==> config.mk <==
export PLATFORM = sky130hd
export DESIGN_NAME = simon_sequence_player
export DESIGN_NICKNAME = d
export VERILOG_FILES = /design/src/rtl/simon_sequence_player.sv
export SDC_FILE = /design/constraint.sdc
export NUM_CORES = 1
export LEC_CHECK = 0
export CAP_MARGIN = 10
export CORE_MARGIN = 5
export CORE_UTILIZATION = 55
export CTS_BUF_LIST = sky130_fd_sc_hd__clkbuf_4 sky130_fd_sc_hd__clkbuf_8 sky130_fd_sc_hd__clkbuf_16
export DETAILED_ROUTE_END_ITERATION = 8
export PLACE_DENSITY_LB_ADDON = 0.2
export RECOVER_POWER = 50
export SKIP_LAST_GASP = 1
export SYNTH_ARGS = -nofsm -noshare
export SYNTH_HDL_FRONTEND = slang
export SYNTH_SLANG_ARGS = --single-unit
==> constraint.sdc <==
create_clock -name clk -period 3.3 [get_ports clk]
set_input_delay 0.495 -clock clk [delete_from_list [all_inputs] [get_ports clk]]
set_output_delay 0.495 -clock clk [all_outputs]
set_load 0.005 [all_outputs]
==> src/rtl/simon_sequence_player.sv <==
// Replays the Simon colour sequence on four LEDs. Each step's colour is regenerated
// from the stored seed by an 8-bit Fibonacci LFSR, so no sequence memory is needed.
module simon_sequence_player #(
    parameter int SEQ_LEN    = 32,
    parameter int ON_CYCLES  = 25000000,
    parameter int OFF_CYCLES = 12500000
) (
    input  logic       clk,
    input  logic       reset,
    input  logic [7:0] random_num,
    input  logic       seed_load,
    input  logic       play_start,
    input  logic [5:0] round_len,
    input  logic       abort,
    output logic [3:0] led,
    output logic [1:0] color,
    output logic       color_valid,
    output logic       busy,
    output logic       play_done
);

    localparam int PH_MAX = (ON_CYCLES > OFF_CYCLES) ? ON_CYCLES : OFF_CYCLES;
    localparam int PH_W   = $clog2(PH_MAX + 1);
    localparam int LEN_W  = $clog2(SEQ_LEN + 1);
    localparam logic [PH_W-1:0] ON_LAST  = PH_W'(ON_CYCLES - 1);
    localparam logic [PH_W-1:0] OFF_LAST = PH_W'(OFF_CYCLES - 1);

    typedef enum logic [1:0] {
        S_IDLE,
        S_ON,
        S_OFF,
        S_DONE
    } state_t;

    state_t           state_q;
    logic [7:0]       seed_q;
    logic [7:0]       lfsr_q;
    logic [PH_W-1:0]  phase_q;
    logic [LEN_W-1:0] step_q;
    logic [LEN_W-1:0] len_q;
    logic [3:0]       led_q;
    logic [1:0]       color_q;
    logic             color_valid_q;
    logic             busy_q;
    logic             play_done_q;

    logic [7:0]       seed_in_d;
    logic [7:0]       start_seed_d;
    logic [7:0]       lfsr_next_d;
    logic [LEN_W-1:0] len_d;

    // An all-zero seed would lock the LFSR, so it is stored as 8'h01.
    always_comb begin
        seed_in_d    = (random_num == 8'h00) ? 8'h01 : random_num;
        start_seed_d = seed_load ? seed_in_d : seed_q;
        lfsr_next_d  = {lfsr_q[6:0], lfsr_q[7] ^ lfsr_q[5] ^ lfsr_q[4] ^ lfsr_q[3]};
        if (round_len == 6'd0) begin
            len_d = LEN_W'(1);
        end else if (int'(round_len) > SEQ_LEN) begin
            len_d = LEN_W'(SEQ_LEN);
        end else begin
            len_d = LEN_W'(round_len);
        end
    end

    always_ff @(posedge clk) begin
        if (reset) begin
            state_q       <= S_IDLE;
            seed_q        <= 8'h01;
            lfsr_q        <= 8'h01;
            phase_q       <= '0;
            step_q        <= '0;
            len_q         <= '0;
            led_q         <= 4'b0000;
            color_q       <= 2'd0;
            color_valid_q <= 1'b0;
            busy_q        <= 1'b0;
            play_done_q   <= 1'b0;
        end else begin
            // NOTE: pulse outputs default low here so each branch only has to raise them.
            color_valid_q <= 1'b0;
            play_done_q   <= 1'b0;
            if (abort && state_q != S_IDLE) begin
                state_q <= S_IDLE;
                phase_q <= '0;
                led_q   <= 4'b0000;
                busy_q  <= 1'b0;
            end else begin
                case (state_q)
                    S_IDLE: begin
                        if (seed_load) seed_q <= seed_in_d;
                        if (play_start) begin
                            state_q       <= S_ON;
                            lfsr_q        <= start_seed_d;
                            step_q        <= '0;
                            len_q         <= len_d;
                            phase_q       <= '0;
                            led_q         <= 4'b0001 << start_seed_d[1:0];
                            color_q       <= start_seed_d[1:0];
                            color_valid_q <= 1'b1;
                            busy_q        <= 1'b1;
                        end
                    end
                    S_ON: begin
                        if (phase_q == ON_LAST) begin
                            state_q <= S_OFF;
                            phase_q <= '0;
                            led_q   <= 4'b0000;
                        end else begin
                            phase_q <= phase_q + 1'b1;
                        end
                    end
                    S_OFF: begin
                        if (phase_q == OFF_LAST) begin
                            phase_q <= '0;
                            if (step_q == len_q - 1'b1) begin
                                state_q     <= S_DONE;
                                play_done_q <= 1'b1;
                            end else begin
                                state_q       <= S_ON;
                                step_q        <= step_q + 1'b1;
                                lfsr_q        <= lfsr_next_d;
                                led_q         <= 4'b0001 << lfsr_next_d[1:0];
                                color_q       <= lfsr_next_d[1:0];
                                color_valid_q <= 1'b1;
                            end
                        end else begin
                            phase_q <= phase_q + 1'b1;
                        end
                    end
                    S_DONE: begin
                        state_q <= S_IDLE;
                        busy_q  <= 1'b0;
                    end
                    default: state_q <= S_IDLE;
                endcase
            end
        end
    end

    assign led         = led_q;
    assign color       = color_q;
    assign color_valid = color_valid_q;
    assign busy        = busy_q;
    assign play_done   = play_done_q;

endmodule

# Yosys cells after proc, flatten, opt, wreduce, memory -nomap -nowiden
# Index checks and enable logic that the tools add are counted.
# word_totals
register_bits	64
wordCells	87
# op_classes
n_addsub	3
n_lt_le_gt_ge	1
eq_ne	10
shifts	2
muxes	37
bitwise_logic	6
n_reduce_logical	17
# ops
operator	n
25-bit two-way mux	3
25-bit one-hot mux with 3 select lines	1
8-bit two-way mux	5
6-bit two-way mux	5
25-bit by 1-bit adder with 25-bit output (second input constant)	1
25-bit by 24-bit equality test with 1-bit output (second input constant)	1
25-bit equality test (second input constant)	1
4-bit two-way mux	4
8-bit one-hot mux with 2 select lines	1
2-bit two-way mux	7
4-bit one-hot mux with 3 select lines	1
6-bit one-hot mux with 2 select lines	1
5-bit AND reduction	2
8-bit zero test	1
2-bit != test (second input constant)	4
2-bit one-hot mux with 4 select lines	1
1-bit by 2-bit left shift with 4-bit output (first input constant)	2
6-bit by 1-bit adder with 6-bit output (second input constant)	1
6-bit equality test	1
6-bit > comparator (second input constant)	1
6-bit zero test	1
2-bit AND reduction	3
3-bit AND reduction	2
2-bit nonzero test	3
other kinds (13)	23

# Longest topological paths before layout
# Gate-level depths: netlist of the first run.
# logic_depth
depth_word	7
ltp_mapped	10

# Least setup slack after synthesis of the first run
# No wires, ideal clock.
# synth_path
path_kind	reg2reg
from	register len_q[0]
to	register lfsr_q[4]
arrival_ns	2.012
setup_slack_ns	1.217
stages_incl_launch_ff	9
path_buffers	2
period_less_slack_ns	2.083
cell_sequence	dfxtp_1 > or3_4 > or4_1 > a32oi_2 > and3_1 > buf_4 > buf_6 > o21ai_1 > a21oi_1
# synth_between
elab_chain_len	4
# synth_lines
element	line_no	source
start: declaration	40	logic [LEN_W-1:0] len_q;
start signal: assignment	96	len_q <= len_d;
6-bit by 1-bit subtractor with 6-bit output	116	if (step_q == len_q - 1'b1) begin
6-bit equality test	116	
2-bit != test (no source line)	-	
5-bit AND reduction (no source line)	-	
end signal: assignment	94	lfsr_q <= start_seed_d;
end signal: assignment	122	lfsr_q <= lfsr_next_d;
end: declaration	37	logic [7:0] lfsr_q;
# Every way passes these cells.
# A chain may end at the register's enable or synchronous reset.

# Final worst setup path of the first run
# layout_path
from	register phase_q[0]
to	register phase_q[15]
# layout_between
elab_chain_len	3
word_cells_on_any_way	6
cone_classes	add/sub: 1; eq/ne: 2; mux: 3
# layout_lines
element	line_no	source
start: declaration	38	logic [PH_W-1:0] phase_q;
start signal: assignment	110	phase_q <= phase_q + 1'b1;
start signal: assignment	128	phase_q <= phase_q + 1'b1;
25-bit by 1-bit adder with 25-bit output, or another cell as far along	110, 128	
25-bit two-way mux, on equally long branches	114, 105	
25-bit one-hot mux with 3 select lines *	89	case (state_q)
# Mark *: on every way between the ends. The rest lies on a longest branch, timed or not.

==> results of run 1 <==
cells in the final DEF (no fill, tap or decap), drive strengths merged, types with 2 or more instances in the layout:
cell / n
nand3b: 3
dfxtp: 63
inv: 10
or3: 3
nand2: 40
o31ai: 3
o21ai: 26
o211ai: 3
nand2b: 4
a21oi: 30
nor3: 5
xor2: 14
nor3b: 6
nor2: 49
and4: 2
nor2b: 4
clkbuf: 13
nor4bb: 3
or4: 4
dlygate4sd3: 9
mux2i: 13
nand3: 28
a21boi: 4
xnor2: 16
ha: 7
a211oi: 6
and3: 6
nor4: 6
buf: 10
nand4: 9
clkdlybuf4s50: 18
clkinv: 3
worst max-delay path by stage:
stage                                        from                  endpoint  cells after the start
after global placement                 play_start  phase_q[24]$_SDFFE_PP0P_                      8
after detailed placement  state_q[0]$_SDFFE_PP0P_    step_q[4]$_SDFFE_PP0P_                      7
after CTS                 state_q[0]$_SDFFE_PP0P_    step_q[4]$_SDFFE_PP0P_                      7
after floorplan             len_q[0]$_SDFFE_PP0P_    lfsr_q[4]$_SDFFE_PP0P_                      8
after global routing      phase_q[0]$_SDFFE_PP0P_  phase_q[15]$_SDFFE_PP0P_                      8
final                     phase_q[0]$_SDFFE_PP0P_  phase_q[15]$_SDFFE_PP0P_                      8
area by class of cell:
| class | instances | area [sq um] |
|---|---|---|
| clock buffers | 12 | 152.6 |
| fillers | 522 | 2038 |
| well taps | 75 | 93.84 |
| flip-flops and latches | 63 | 1261 |
| multi-input cells | 306 | 1838 |
| inverters | 10 | 37.54 |
| clock inverters | 4 | 45.04 |
| repair buffers | 38 | 349.1 |
routing by layer:
metal,GRT usage,up-vias,part of all wire
li1,-,1461,-
met1,0.2506,1346,0.45
met2,0.3526,46,0.50
met3,0.03517,10,0.039
met4,0.09207,0,0.014
met5,0,-,0
power breakdown:
part | switching [mW] | total (mW) | internal (mW)
registers | 0.0602 | 0.917 | 0.857
clock network | 0.287 | 0.669 | 0.382
logic | 0.393 | 0.671 | 0.277
worst max-delay path: stages, from the launching register on:
cell and delay, ns:
dfxtp_1 0.37, ha_1 0.22, and4_1 0.20, nand4_1 0.13, o21ai_0 0.34, a21boi_0 0.32, o21ai_0 0.60, buf_4 0.33
nor3_1 0.08
through the flow:
stage / cell area, sq um / power [mW]
2_1_floorplan: 3229 / 1.410
3_3_place_gp: 3595 / 1.605
5_1_grt: 3777 / 2.409
4_1_cts: 3792 / 2.292
6_report: 3777 / 2.257
3_5_place_dp: 3595 / 1.623
flip-flops by register name (all words and copies together) (netlist names):
| register | flops |
|---|---|
| led | 4 |
| step_q | 6 |
| phase_q | 25 |
| seed_q | 8 |
| color | 1 |
| state_q | 2 |
| lfsr_q | 8 |
| color_valid | 1 |
| len_q | 6 |
| busy | 1 |
| play_done | 1 |
logic make-up (layout without fill, tap and decap cells):
group | Yosys count | count (layout) | synth area share
adders and majority gates | 7 | 7 | 0.02712
DFF | 63 | 63 | 0.3905
muxes | 13 | 13 | 0.04029
AOI/OAI and AO/OA | 80 | 80 | 0.1488
buffers and inverters | 27 | 64 | 0.03681
xor gates and xnor gates | 30 | 30 | 0.08136
and+or+nand+nor | 176 | 176 | 0.2751
==> summary.txt, run 1 <==
Floorplan
  • Initial Util: 0.5553
  • Die Height: 86.63 microns
  • I/O Pins: 28
  • Core area: 5816 sq um
  • FP Rows: 28
  • Die extent in x: 86.63 microns
  • Die area: 7504 sq um

Global routing
  • Antenna violations before repair: 0
  • First-pass GRT wire length: 12350 microns
  • Vias in the first global route: 2735
  • Gr ovfl total: 0
  • Pin count of the biggest net entering global routing: 24
  • Total GRT Usage: 0.2054

STA
  • Post-route clock skew: 0.01066 ns
  • Crit path time final: 2.700 ns
  • RSZ-0062 raised after global routing: no
  • Hold Fails Final Rpt: 0
  • Max Slew Vio Count: 0
  • Slew margin rel.: 0.5057
  • Worst Slack Setup Final: 0.5999 ns
  • Final setup TNS: 0 ns
  • Hold slack: 0.4608 ns
  • Final number of setup-violating endpoints: 0
  • Slew at the pin with the worst max-slew slack: 0.7415 ns
  • Fin crit share: 0.8182
  • Max Freq: 370.4 MHz

Critical path
  • Critical Path AT: 2.92 ns
  • R2r setup slk: 0.60 ns
  • Crit end category: register
  • Reg-to-Reg End: phase_q[15]$_SDFFE_PP0P_
  • Worst path required time: 3.52 ns
  • Type of origin of the critical path: register
  • Reg-to-Reg Start: phase_q[0]$_SDFFE_PP0P_
  • FF-to-FF path depth: 8
  • Critical path class: register to register
  • CP Max Fanout: 16

Placement
  • GPL Wtd Cong: 0.8086
  • Port bufs: 27
  • Setup WS pre-CTS: 0.6470 ns
  • Cell total after placement: 492
  • Dpl hpwl: 5288 microns

Power
  • Leakage: 1.338 nW
  • Peak VDD IR: 0.2850 mV
  • PwrDens: 597.5 nW/um^2

Routing
  • Number of DRC markers in iteration 0: 137
  • DRT antenna net count: 0
  • Drt first pass iters: 4
  • Drt drc: 0
  • DRT Wirelength: 7114 microns
  • DR WL/cell: 14.00 microns
  • DR vias: 2863
  • Vias per inst: 5.636

Clocking
  • Num CTS Buffers: 9
  • Root buf cell: clkbuf_8
  • Post-CTS Setup Repair Bufs: 0
  • Clk Latency, worst-skew pair: 0.34 ns
  • CTS max path bufs: 2
  • CTS tree: yes
  • H-tree depth: 3
  • Clock-pin slew on the worst setup and hold paths: 0.06 ns
  • Post-CTS resize count: 0
  • Hold-fix buffers, CTS: 0
  • Clock tree sinks: 63

Synth
  • Mapped Nets: 422
  • Synth top area share: 0.3905
  • Post-synth top cells: dfxtp_1, nor2_1, nand2_1
  • Largest cells by area after synthesis: dfxtp_1, nor2_1, nand2_1
  • Netlist cell types: 50
  • Mapped Area: 3229 sq um
  • Count leader, synth: dfxtp_1
  • Area leader, netlist: dfxtp_1
  • Post-synth top flop: dfxtp_1
  • Gate Count Post-Synth: 396
  • Synth Warn #: 0
  • Post-synth EDFFs: 0
  • Seq/Total Area, Yosys: 0.3905
  • Async S/R FF share, synth: 0
  • Number of synthesized register bits: 63
  • Avg Inst Size Synth: 8.155 sq um

Cells and area
  • Share of cells above drive strength 1: 0.07159
  • Diode count: 0
  • Area added between synthesis and finish: 16.97%
  • Final design utilization: 0.6495
  • Fin nets: 454
  • Fin cells: 508

Hold path
  • Hold path depth: 2
  • Worst hold path class: register to register
  • HP Start: led[3]$_SDFFE_PP0P_
  • Hold endpoint: led[3]$_SDFFE_PP0P_

Outcome
  • Run status: completed

Job
  • Max-cap viol count: 0
Note: power is estimated with default switching activity, not from simulation.
==> run 2, diff against run 1 <==
--- a/config.mk
+++ b/config.mk
@@ -7,7 +7,7 @@
 export LEC_CHECK = 0
 export CAP_MARGIN = 10
 export CORE_MARGIN = 5
-export CORE_UTILIZATION = 55
+export CORE_UTILIZATION = 52
 export CTS_BUF_LIST = sky130_fd_sc_hd__clkbuf_4 sky130_fd_sc_hd__clkbuf_8 sky130_fd_sc_hd__clkbuf_16
 export DETAILED_ROUTE_END_ITERATION = 8
 export PLACE_DENSITY_LB_ADDON = 0.2
==> constraint.sdc (replaced) <==
create_clock -name clk -period 2.3 [get_ports clk]
set_input_delay 0.345 -clock clk [delete_from_list [all_inputs] [get_ports clk]]
set_output_delay 0.345 -clock clk [all_outputs]
set_load 0.005 [all_outputs]
==> summary.txt, run 2 (synthesis results as in run 1) <==
Critical path
  • Reg-to-Reg Start: len_q[0]$_SDFFE_PP0P_
  • CP Max Fanout: 4 (-12)
  • Reg-to-Reg End: led[2]$_SDFFE_PP0P_
  • FF-to-FF path depth: 7 (-1)
  • Crit path from: len_q[0]$_SDFFE_PP0P_
  • R2r setup slk: 0.09 ns (-0.51 ns)
  • Critical Path AT: 2.49 ns (-0.43 ns)
  • Worst path required time: 2.58 ns (-0.94 ns)
  • Critical path class: register to register
  • Type of origin of the critical path: register
  • Crit end category: register

Floorplan
  • Die extent in x: 88.81 microns (+2.5%)
  • Die area: 7886 sq um (+5.1%)
  • Core area: 5991 sq um (+3.0%)
  • Die Height: 88.81 microns (+2.5%)
  • I/O Pins: 28 (unchanged)
  • FP Rows: 28 (unchanged)
  • Initial Util: 0.5391 (-0.01624)

STA
  • Hold Fails Final Rpt: 0 (unchanged)
  • Final setup TNS: 0 ns (unchanged)
  • Final number of setup-violating endpoints: 0 (unchanged)
  • Max Slew Vio Count: 0 (unchanged)
  • Slew margin rel.: 0.6322 (+0.1265)
  • Crit path time final: 2.212 ns (-0.4884 ns)
  • Post-route clock skew: 0.01029 ns (-0.0003765 ns)
  • Fin crit share: 0.9616 (+0.1434)
  • Max Freq: 452.1 MHz (+22%)
  • Slew at the pin with the worst max-slew slack: 0.5518 ns (-0.1897 ns)

Hold path
  • Worst hold path class: register to register
  • HP Start: led[0]$_SDFFE_PP0P_
  • Hold path depth: 2 (unchanged)
  • Hold endpoint: led[0]$_SDFFE_PP0P_

Power
  • Switching share of power: 0.3311 (+0.003017)
  • Pwr Total: 3.450 mW (+53%)
  • Pint: 2.308 mW (+52%)
  • Seq pwr share: 0.382 (-0.024)
  • Switch Pwr: 1.142 mW (+54%)
  • Combinational share of power: 0.311 (+0.014)
  • PwrDens: 870.5 nW/um^2 (+46%)
  • Peak VDD IR: 0.4047 mV (+42%)
  • Leakage: 1.409 nW (+5.3%)
  • Clock share of power: 0.306 (+0.009)

Cells and area
  • Share of cells above drive strength 1: 0.1169 (+0.04526)
  • Regs by FF count: phase_q x25, lfsr_q x8, seed_q x8
  • Commonest cells after routing, fill and taps aside: dfxtp_1, nor2_1, nand2_1, a21oi_1, nand3_1
  • Leading cell type in the layout, fill and taps excluded: dfxtp_1
  • Filler cells: 515 (-1.3%)
  • Area added between synthesis and finish: 22.74%
  • Diode count: 0 (unchanged)
  • Register bank with the most flops: phase_q
  • Max FFs per register: 25 (unchanged)
  • Fin nets: 466 (+2.6%)

Global routing
  • Gr ovfl total: 0 (unchanged)
  • Vias in the first global route: 2755 (+0.73%)
  • Total GRT Usage: 0.2057 (+0.0002990)
  • Global route hottest layer: met2
  • Antenna violations before repair: 0 (unchanged)
  • Pin count of the biggest net entering global routing: 22 (-8.3%)
  • GR Layer Usage met1: 0.2553 (+0.004681)
  • First-pass GRT wire length: 12610 microns (+2.1%)
  • Met2 Use GR: 0.3374 (-0.01519)
  • Met3 usage in global routing: 0.03911 (+0.003935)

Routing
  • Vias per inst: 5.581 (-0.98%)
  • Number of DRC markers in iteration 0: 122 (-11%)
  • DR WL/cell: 14.41 microns (+2.9%)
  • DRT antenna net count: 0 (unchanged)
  • DRT Wirelength: 7495 microns (+5.4%)
  • Drt drc: 0 (unchanged)
  • DR vias: 2902 (+1.4%)
  • Drt first pass iters: 5 (+1)

Clocking
  • Hold-fix buffers, CTS: 0 (unchanged)
  • Root buf cell: clkbuf_8
  • Num CTS Buffers: 9 (unchanged)
  • Clk Latency, worst-skew pair: 0.35 ns (about the same)
  • CTS tree: yes
  • H-tree depth: 3 (unchanged)
  • CTS max path bufs: 2 (unchanged)
  • Clock-pin slew on the worst setup and hold paths: 0.07 ns (about the same)
  • Clock tree sinks: 63 (unchanged)

Placement
  • GPL Wtd Cong: 0.8329 (+3.0%)
  • Dpl hpwl: 5337 microns (+0.94%)
  • Port bufs: 27 (unchanged)

Outcome
  • Run status: completed

Job
  • Max-cap viol count: 0 (unchanged)
## run 2: changes by cell type in the layout (fill, tap and decap cells not counted), moves of 2 or more
cell / previous run / this run
buf_4: 10 / 18
clkinvlp_4: 0 / 2
dfxtp_1: 63 / 61
dfxtp_2: 0 / 2
o21ai_0: 16 / 14
o21ai_1: 10 / 12
## run 2: power by group through the flow
stage | clock network [mW] | registers, mW | logic (mW)
after floorplan | 0 | 1.33 | 0.698
after global placement | 0 | 1.33 | 1.04
final | 1.06 | 1.32 | 1.07
after detailed placement | 0 | 1.34 | 1.06
after global routing | 1.13 | 1.33 | 1.21
after CTS | 1.08 | 1.32 | 1.07
## run 2: area by class of cell
class,count,area (sq um),share of cell area
Sequential cell,63,1264,0.3188
Tap cell,75,93.84,0.02367
Inverter,10,37.54,0.009470
Clock buffer,10,131.4,0.03314
Multi-Input combinational cell,306,1904,0.4804
Clock inverter,6,85.08,0.02146
Timing Repair Buffer,50,447.9,0.1130
## run 2: through the flow
stage / util / cell area (sq um) / hold slack [ns] / std cells / setup WS [ns]
6_report: 0.6617 / 3964 / 0.4617 / 520 / 0.08829
2_1_floorplan: - / 3229 / 0.4357 / 396 / 0.2174
5_1_grt: 0.6617 / 3964 / 0.4913 / 520 / -0.002487
4_1_cts: 0.6541 / 3919 / 0.4711 / 519 / 0.01588
3_3_place_gp: 0.6180 / 3702 / 0.4436 / 503 / 0.1050
3_5_place_dp: 0.6180 / 3702 / 0.4610 / 503 / 0.04332
## run 2: layer usage
| layer | vias up | part of all wire |
|---|---|---|
| met4 | 0 | 0.023 |
| met1 | 1357 | 0.45 |
| li1 | 1488 | - |
| met5 | - | 0 |
| met2 | 42 | 0.50 |
| met3 | 15 | 0.033 |
## run 2: what timing repair did
action / CTS / global route
endpoints found under the hold margin: 0 / 0
buffers inserted: 0 / 1
setup endpoints to repair: 0 / 20
resized for setup: 0 / 12
## run 2: how the worst max path moves through the flow
stage | end | slack [ns] | depth (start not counted)
after floorplan | lfsr_q[4]$_SDFFE_PP0P_ | 0.22 | 8
after global placement | step_q[2]$_SDFFE_PP0P_ | 0.11 | 6
after detailed placement | step_q[2]$_SDFFE_PP0P_ | 0.04 | 6
after CTS | step_q[2]$_SDFFE_PP0P_ | 0.02 | 6
after global routing | step_q[3]$_SDFFE_PP0P_ | -0.002 | 9
final | led[2]$_SDFFE_PP0P_ | 0.09 | 7
## run 2: critical path, stage by stage, from the launching register on
cell and delay [ns]:
dfxtp_2 0.34, or3_4 0.42, or4_4 0.50, a32oi_4 0.25, a21oi_2 0.11, o211ai_2 0.16, buf_4 0.16, mux2i_1 0.18
